--- config.mk ---
export PLATFORM = sky130hd
export DESIGN_NAME = fpu_add_arbiter
export DESIGN_NICKNAME = d
export VERILOG_FILES = /design/src/rtl/fpu_add_arbiter_pkg.sv /design/src/rtl/fpu_add_arbiter_rr_pick.sv /design/src/rtl/fpu_add_arbiter.sv
export SDC_FILE = /design/constraint.sdc
export NUM_CORES = 1
export LEC_CHECK = 0
export BUFFER_PORTS_ARGS = -buffer_cell sky130_fd_sc_hd__buf_2
export CAP_MARGIN = 10
export CORE_AREA = 2 2 159 161
export CTS_CLUSTER_SIZE = 40
export DETAILED_ROUTE_END_ITERATION = 10
export DIE_AREA = 0 0 161 163
export PLACE_DENSITY = 0.59
export SYNTH_ARGS = -nofsm -noshare
export SYNTH_HDL_FRONTEND = slang
export SYNTH_SLANG_ARGS = --single-unit
--- constraint.sdc ---
create_clock -name clk_i -period 5 [get_ports clk_i]
set_input_delay 1 -clock clk_i [delete_from_list [all_inputs] [get_ports clk_i]]
set_output_delay 1 -clock clk_i [all_outputs]
set_load 0.005 [all_outputs]
--- src/rtl/fpu_add_arbiter_pkg.sv ---
// rtl/fpu_add_arbiter_pkg.sv - shared types and constants for the fpu adder arbiter
package fpu_add_arbiter_pkg;

  typedef enum logic [1:0] {
    IDLE    = 2'd0,
    ISSUE   = 2'd1,
    WAIT    = 2'd2,
    RESPOND = 2'd3
  } state_e;

  localparam logic [31:0] QNAN = 32'h7FFF_FFFF;

  typedef struct packed {
    logic [31:0] z;
    logic        invalid;
    logic        overflow;
    logic        timeout;
  } result_t;

endpackage

--- src/rtl/fpu_add_arbiter_rr_pick.sv ---
// rtl/fpu_add_arbiter_rr_pick.sv - combinational round-robin selector
module rr_pick #(
  parameter int N_REQ = 4,
  parameter int IDX_W = 2
) (
  input  logic [N_REQ-1:0] req,
  input  logic [IDX_W-1:0] ptr,
  output logic [IDX_W-1:0] grant,
  output logic             any
);

  int               idx;
  logic [N_REQ-1:0] rot;

  // Scan cyclically from ptr; the first set bit wins.
  always_comb begin
    grant = '0;
    any   = 1'b0;
    idx   = 0;
    rot   = '0;
    for (int i = 0; i < N_REQ; i++) begin
      idx = int'(ptr) + i;
      if (idx >= N_REQ) begin
        idx = idx - N_REQ;
      end
      rot = req >> idx;
      if (!any && rot[0]) begin
        any   = 1'b1;
        grant = IDX_W'(idx);
      end
    end
  end

endmodule

--- src/rtl/fpu_add_arbiter.sv ---
// rtl/fpu_add_arbiter.sv - round-robin sharing of one fp adder path among N requesters
module fpu_add_arbiter
  import fpu_add_arbiter_pkg::*;
#(
  parameter int N_REQ   = 4,
  parameter int TIMEOUT = 16
) (
  input  logic                 clk_i,
  input  logic                 rst_ni,
  input  logic [N_REQ-1:0]     req_valid_i,
  input  logic [32*N_REQ-1:0]  req_x_i,
  input  logic [32*N_REQ-1:0]  req_y_i,
  output logic [N_REQ-1:0]     req_ready_o,
  output logic [N_REQ-1:0]     resp_valid_o,
  output logic [31:0]          resp_z_o,
  output logic                 resp_invalid_o,
  output logic                 resp_overflow_o,
  output logic                 resp_timeout_o,
  output logic                 add_valid_o,
  output logic [31:0]          add_x_o,
  output logic [31:0]          add_y_o,
  input  logic                 add_valid_i,
  input  logic [31:0]          add_z_i,
  input  logic                 add_invalid_i,
  input  logic                 add_overflow_i,
  output logic                 busy_o
);

  localparam int IDX_W = (N_REQ > 1) ? $clog2(N_REQ) : 1;

  state_e              state_q, state_d;
  logic [IDX_W-1:0]    ptr_q, ptr_d;
  logic [IDX_W-1:0]    grant_q, grant_d;
  logic [IDX_W-1:0]    pick_idx;
  logic                pick_any;
  logic [31:0]         x_q, x_d, y_q, y_d;
  result_t             res_q, res_d;
  logic [7:0]          cnt_q, cnt_d;
  logic [N_REQ-1:0]    grant_oh;
  logic [32*N_REQ-1:0] x_sh, y_sh;

  rr_pick #(
    .N_REQ (N_REQ),
    .IDX_W (IDX_W)
  ) u_rr_pick (
    .req   (req_valid_i),
    .ptr   (ptr_q),
    .grant (pick_idx),
    .any   (pick_any)
  );

  always_ff @(posedge clk_i or negedge rst_ni) begin
    if (!rst_ni) begin
      state_q <= IDLE;
      ptr_q   <= '0;
      grant_q <= '0;
      x_q     <= '0;
      y_q     <= '0;
      res_q   <= '0;
      cnt_q   <= '0;
    end else begin
      state_q <= state_d;
      ptr_q   <= ptr_d;
      grant_q <= grant_d;
      x_q     <= x_d;
      y_q     <= y_d;
      res_q   <= res_d;
      cnt_q   <= cnt_d;
    end
  end

  always_comb begin
    state_d = state_q;
    ptr_d   = ptr_q;
    grant_d = grant_q;
    x_d     = x_q;
    y_d     = y_q;
    res_d   = res_q;
    cnt_d   = cnt_q;
    x_sh    = req_x_i >> (32 * int'(pick_idx));
    y_sh    = req_y_i >> (32 * int'(pick_idx));
    case (state_q)
      IDLE: begin
        if (pick_any) begin
          grant_d = pick_idx;
          x_d     = x_sh[31:0];
          y_d     = y_sh[31:0];
          state_d = ISSUE;
        end
      end
      ISSUE: begin
        cnt_d   = '0;
        state_d = WAIT;
      end
      WAIT: begin
        cnt_d = cnt_q + 8'd1;
        // A real result beats watchdog expiry in the same cycle.
        if (add_valid_i) begin
          res_d   = '{z: add_z_i, invalid: add_invalid_i, overflow: add_overflow_i, timeout: 1'b0};
          state_d = RESPOND;
        end else if (cnt_q == 8'(TIMEOUT - 1)) begin
          res_d   = '{z: QNAN, invalid: 1'b0, overflow: 1'b0, timeout: 1'b1};
          state_d = RESPOND;
        end
      end
      RESPOND: begin
        ptr_d   = (int'(grant_q) == N_REQ - 1) ? '0 : grant_q + IDX_W'(1);
        state_d = IDLE;
      end
      default: state_d = IDLE;
    endcase
  end

  assign grant_oh        = N_REQ'(1) << grant_q;
  assign req_ready_o     = (state_q == ISSUE) ? grant_oh : '0;
  assign add_valid_o     = (state_q == ISSUE);
  assign add_x_o         = x_q;
  assign add_y_o         = y_q;
  assign resp_valid_o    = (state_q == RESPOND) ? grant_oh : '0;
  assign resp_z_o        = (state_q == RESPOND) ? res_q.z : 32'h0;
  assign resp_invalid_o  = (state_q == RESPOND) && res_q.invalid;
  assign resp_overflow_o = (state_q == RESPOND) && res_q.overflow;
  assign resp_timeout_o  = (state_q == RESPOND) && res_q.timeout;
  assign busy_o          = (state_q != IDLE);

endmodule

==> flow_summary.yaml <==
sta:
  post-route-period-util_pct: 82.1
  period_needed_ns: 4.11
  finalHoldViolCount: 0
  setup_viol: 0
  whs_ns: 0.479
  max_slew_margin_pct: 23.9
  finalSetupTns_ns: 0
  drv_slew: 0
  rsz0062_at_grt: "no"
  fmax_mhz: 244
  fin_skew_ns: 0.0156
  worst_pin_slew_ns: 1.14
logic_synthesis:
  ys_warn_count: 0
  synth_top_cell_by_area: "dfrtp_1"
  synth_fp_nets: 1117
  synth.most_common_cell: "nand2_1"
  avgSynthCellArea_um2: 8.91
  yosys.area.top_type_share_pct: 39.4
  yosysUniqueCellTypes: 51
  yosys_most_used_dff: "dfrtp_1"
  ys_seq_area_share_pct: 39.4
  synth.area.top_cells: "dfrtp_1 39%, nand2_1 7.4%, a211oi_1 6.7%"
  ys_top_cells_by_count: "142 x nand2_1, 113 x dfrtp_1, 64 x a211oi_1"
  syn_inst: 805
  syn_area_um2: 7170
  synth-seq-cells: 113
  synth_edf_count: 0
  synthArstFlopShare_pct: 100
grt:
  grt_max_degree: 65
  antenna_found_initial: 4
  grtUsageTotal_pct: 21.5
  grt_pass1_vias: 7953
  grt_pass1_wl_um: 43900
  grt_overflow: 0
clock_network:
  postCtsResizedCells: 0
  post_cts_buffers: 0
  cts.sinks: 113
  cts_tree: "done"
  clkSlewWorstSetupHoldPaths_ns: 0.06
  cts_hold_buffers: 0
  clock_latency_ns: 0.42
  clk_path_buf_depth: 2
  cts_inserted_buffers: 17
  htree_levels: 4
  root_buffer: "clkbuf_16"
pwr:
  sw_frac_of_total_pct: 47.1
  ir_drop_mv: 0.389
  p_seq_share_pct: 22.4
  power_frac_clock_pct: 17.3
  p_comb_share_pct: 60.3
  powerDensity_nw_per_um2: 718
  finalPower_w: 0.00723
  power_switching_w: 0.00340
  p_int_w: 0.00382
  power.leakage_nw: 4.85
placement:
  dp_hpwl_um: 20800
  place.port_buffers: 405
  dp.cells: 1482
  finalWeightedCongestion: 0.841
floorplanning:
  fp.dieW_um: 161
  core_um2: 24700
  die_h_um: 163
  ios: 406
  row_count: 58
  initial_core_util_pct: 29.1
  dieArea_um2: 26200
route:
  totalWireLength_um: 28800
  vias: 7824
  drtIter0Drc: 353
  ant_nets: 0
  wl_per_cell_um: 19.0
  via_per_inst: 5.15
  drt-pass1-iter-count: 5
  remaining_drc_errors: 0
critical_path:
  endpoint_kind: "flop"
  arrival_ns: 4.36
  crit_fanout: 64
  start_kind: "flop"
  cp.required_ns: 5.25
  worst-setup-path-type: "flop to flop"
hold_path:
  hp-class: "flop to flop"
layout:
  drive_above_1_share_pct: 41.1
  stdcell_count: 1518
  area_delta_synth_final_pct: 40.4
  final_nets: 1484
flow_run:
  cap_violations: 0
status:
  status: "finished, final reports clean"
-- cell type report --
type	instances	area, um2
tap	330	413
clock buffer	18	439
multi-input combinational	603	3970
timing repair buffer	422	2200
fill	2572	14600
sequential	113	2830
inverter	15	56.3
antenna	3	7.51
clock inverter	14	153
-- per-layer routing --
metal / GRT usage [%] / wire length, um / vias to the layer above
li1: - / - / 3711
met1: 26.4 / 12200 / 3734
met2: 36.1 / 13900 / 324
met3: 5.35 / 1910 / 53
met4: 9.21 / 846 / 2
met5: 0 / 10 / -
-- worst paths after layout --
check                           startpoint          to  slack, ns  cells past startpoint
worst max-delay path              ptr_q[0]  add_x_o[0]       0.89                      9
worst min-delay path              res_q[5]    res_q[5]       0.48                      1
worst max register to register    ptr_q[0]  add_x_o[0]       0.89                      9
worst min register to register    res_q[5]    res_q[5]       0.48                      1
max in group asynchronous           rst_ni  add_x_o[4]       3.51                      2
min in group asynchronous           rst_ni  add_x_o[5]       0.52                      1
-- flip-flops by register name, summed over array words and instances (netlist names) --
signal,cells
add_y_o,32
add_x_o,32
ptr_q,2
grant_q,2
cnt_q,8
res_q,35
state_q,2
-- placed cells by master, fill, tap and decap left out, types with 4 or more instances in the layout --
master      instances
a311oi_2           19
nand2_1           141
o22ai_1            23
ha_1               15
buf_4              15
o22a_1             31
and2_1             43
nor2_1             58
o21ai_0            12
and3_1             54
inv_1              14
a21oi_1             4
nand3_1            20
a311oi_1           34
o211ai_1           11
clkinvlp_4          4
dfrtp_1           113
inv_6               4
clkbuf_16          18
mux2i_1            27
a211oi_1           64
buf_2             404
o31ai_1            11
-- cell families after synthesis --
logic type                 count (synthesis)  share of synthesized area [%]
and+or+nand+nor                          333                           22.0
DFF                                      113                           39.4
buffers and inverters                     89                           5.53
adders and majority gates                 15                           2.62
xor gates and xnor gates                   2                          0.244
AOI/OAI and AO/OA                        223                           25.7
muxes                                     30                           4.45
-- worst max-delay path: stages, from the launching register on --
cell	delay, ns
dfrtp_1	0.38
inv_2	0.34
ha_1	0.36
mux4_2	0.26
and2_0	0.64
a211o_2	0.60
nand2_4	0.50
buf_12	0.38
a211oi_1	0.39
a311oi_2	0.06
-- through the flow --
stage / util [%] / worst slack, ns / instance area, um2
2_1_floorplan: - / 1.88 / 7170
3_3_place_gp: 38.3 / 0.917 / 9440
3_5_place_dp: 38.3 / 0.789 / 9440
4_1_cts: 40.7 / 0.935 / 10000
5_1_grt: 40.8 / 0.592 / 10100
6_report: 40.8 / 0.893 / 10100
-- power groups by stage --
stage               clock network, W  logic [W]  registers [W]
floorplan                          0    0.00299        0.00161
global placement                   0    0.00430        0.00161
detailed placement                 0    0.00437        0.00163
CTS                          0.00129    0.00438        0.00162
global route                 0.00132    0.00484        0.00168
finish                       0.00125    0.00436        0.00162
(Power assumes the default switching activity.)
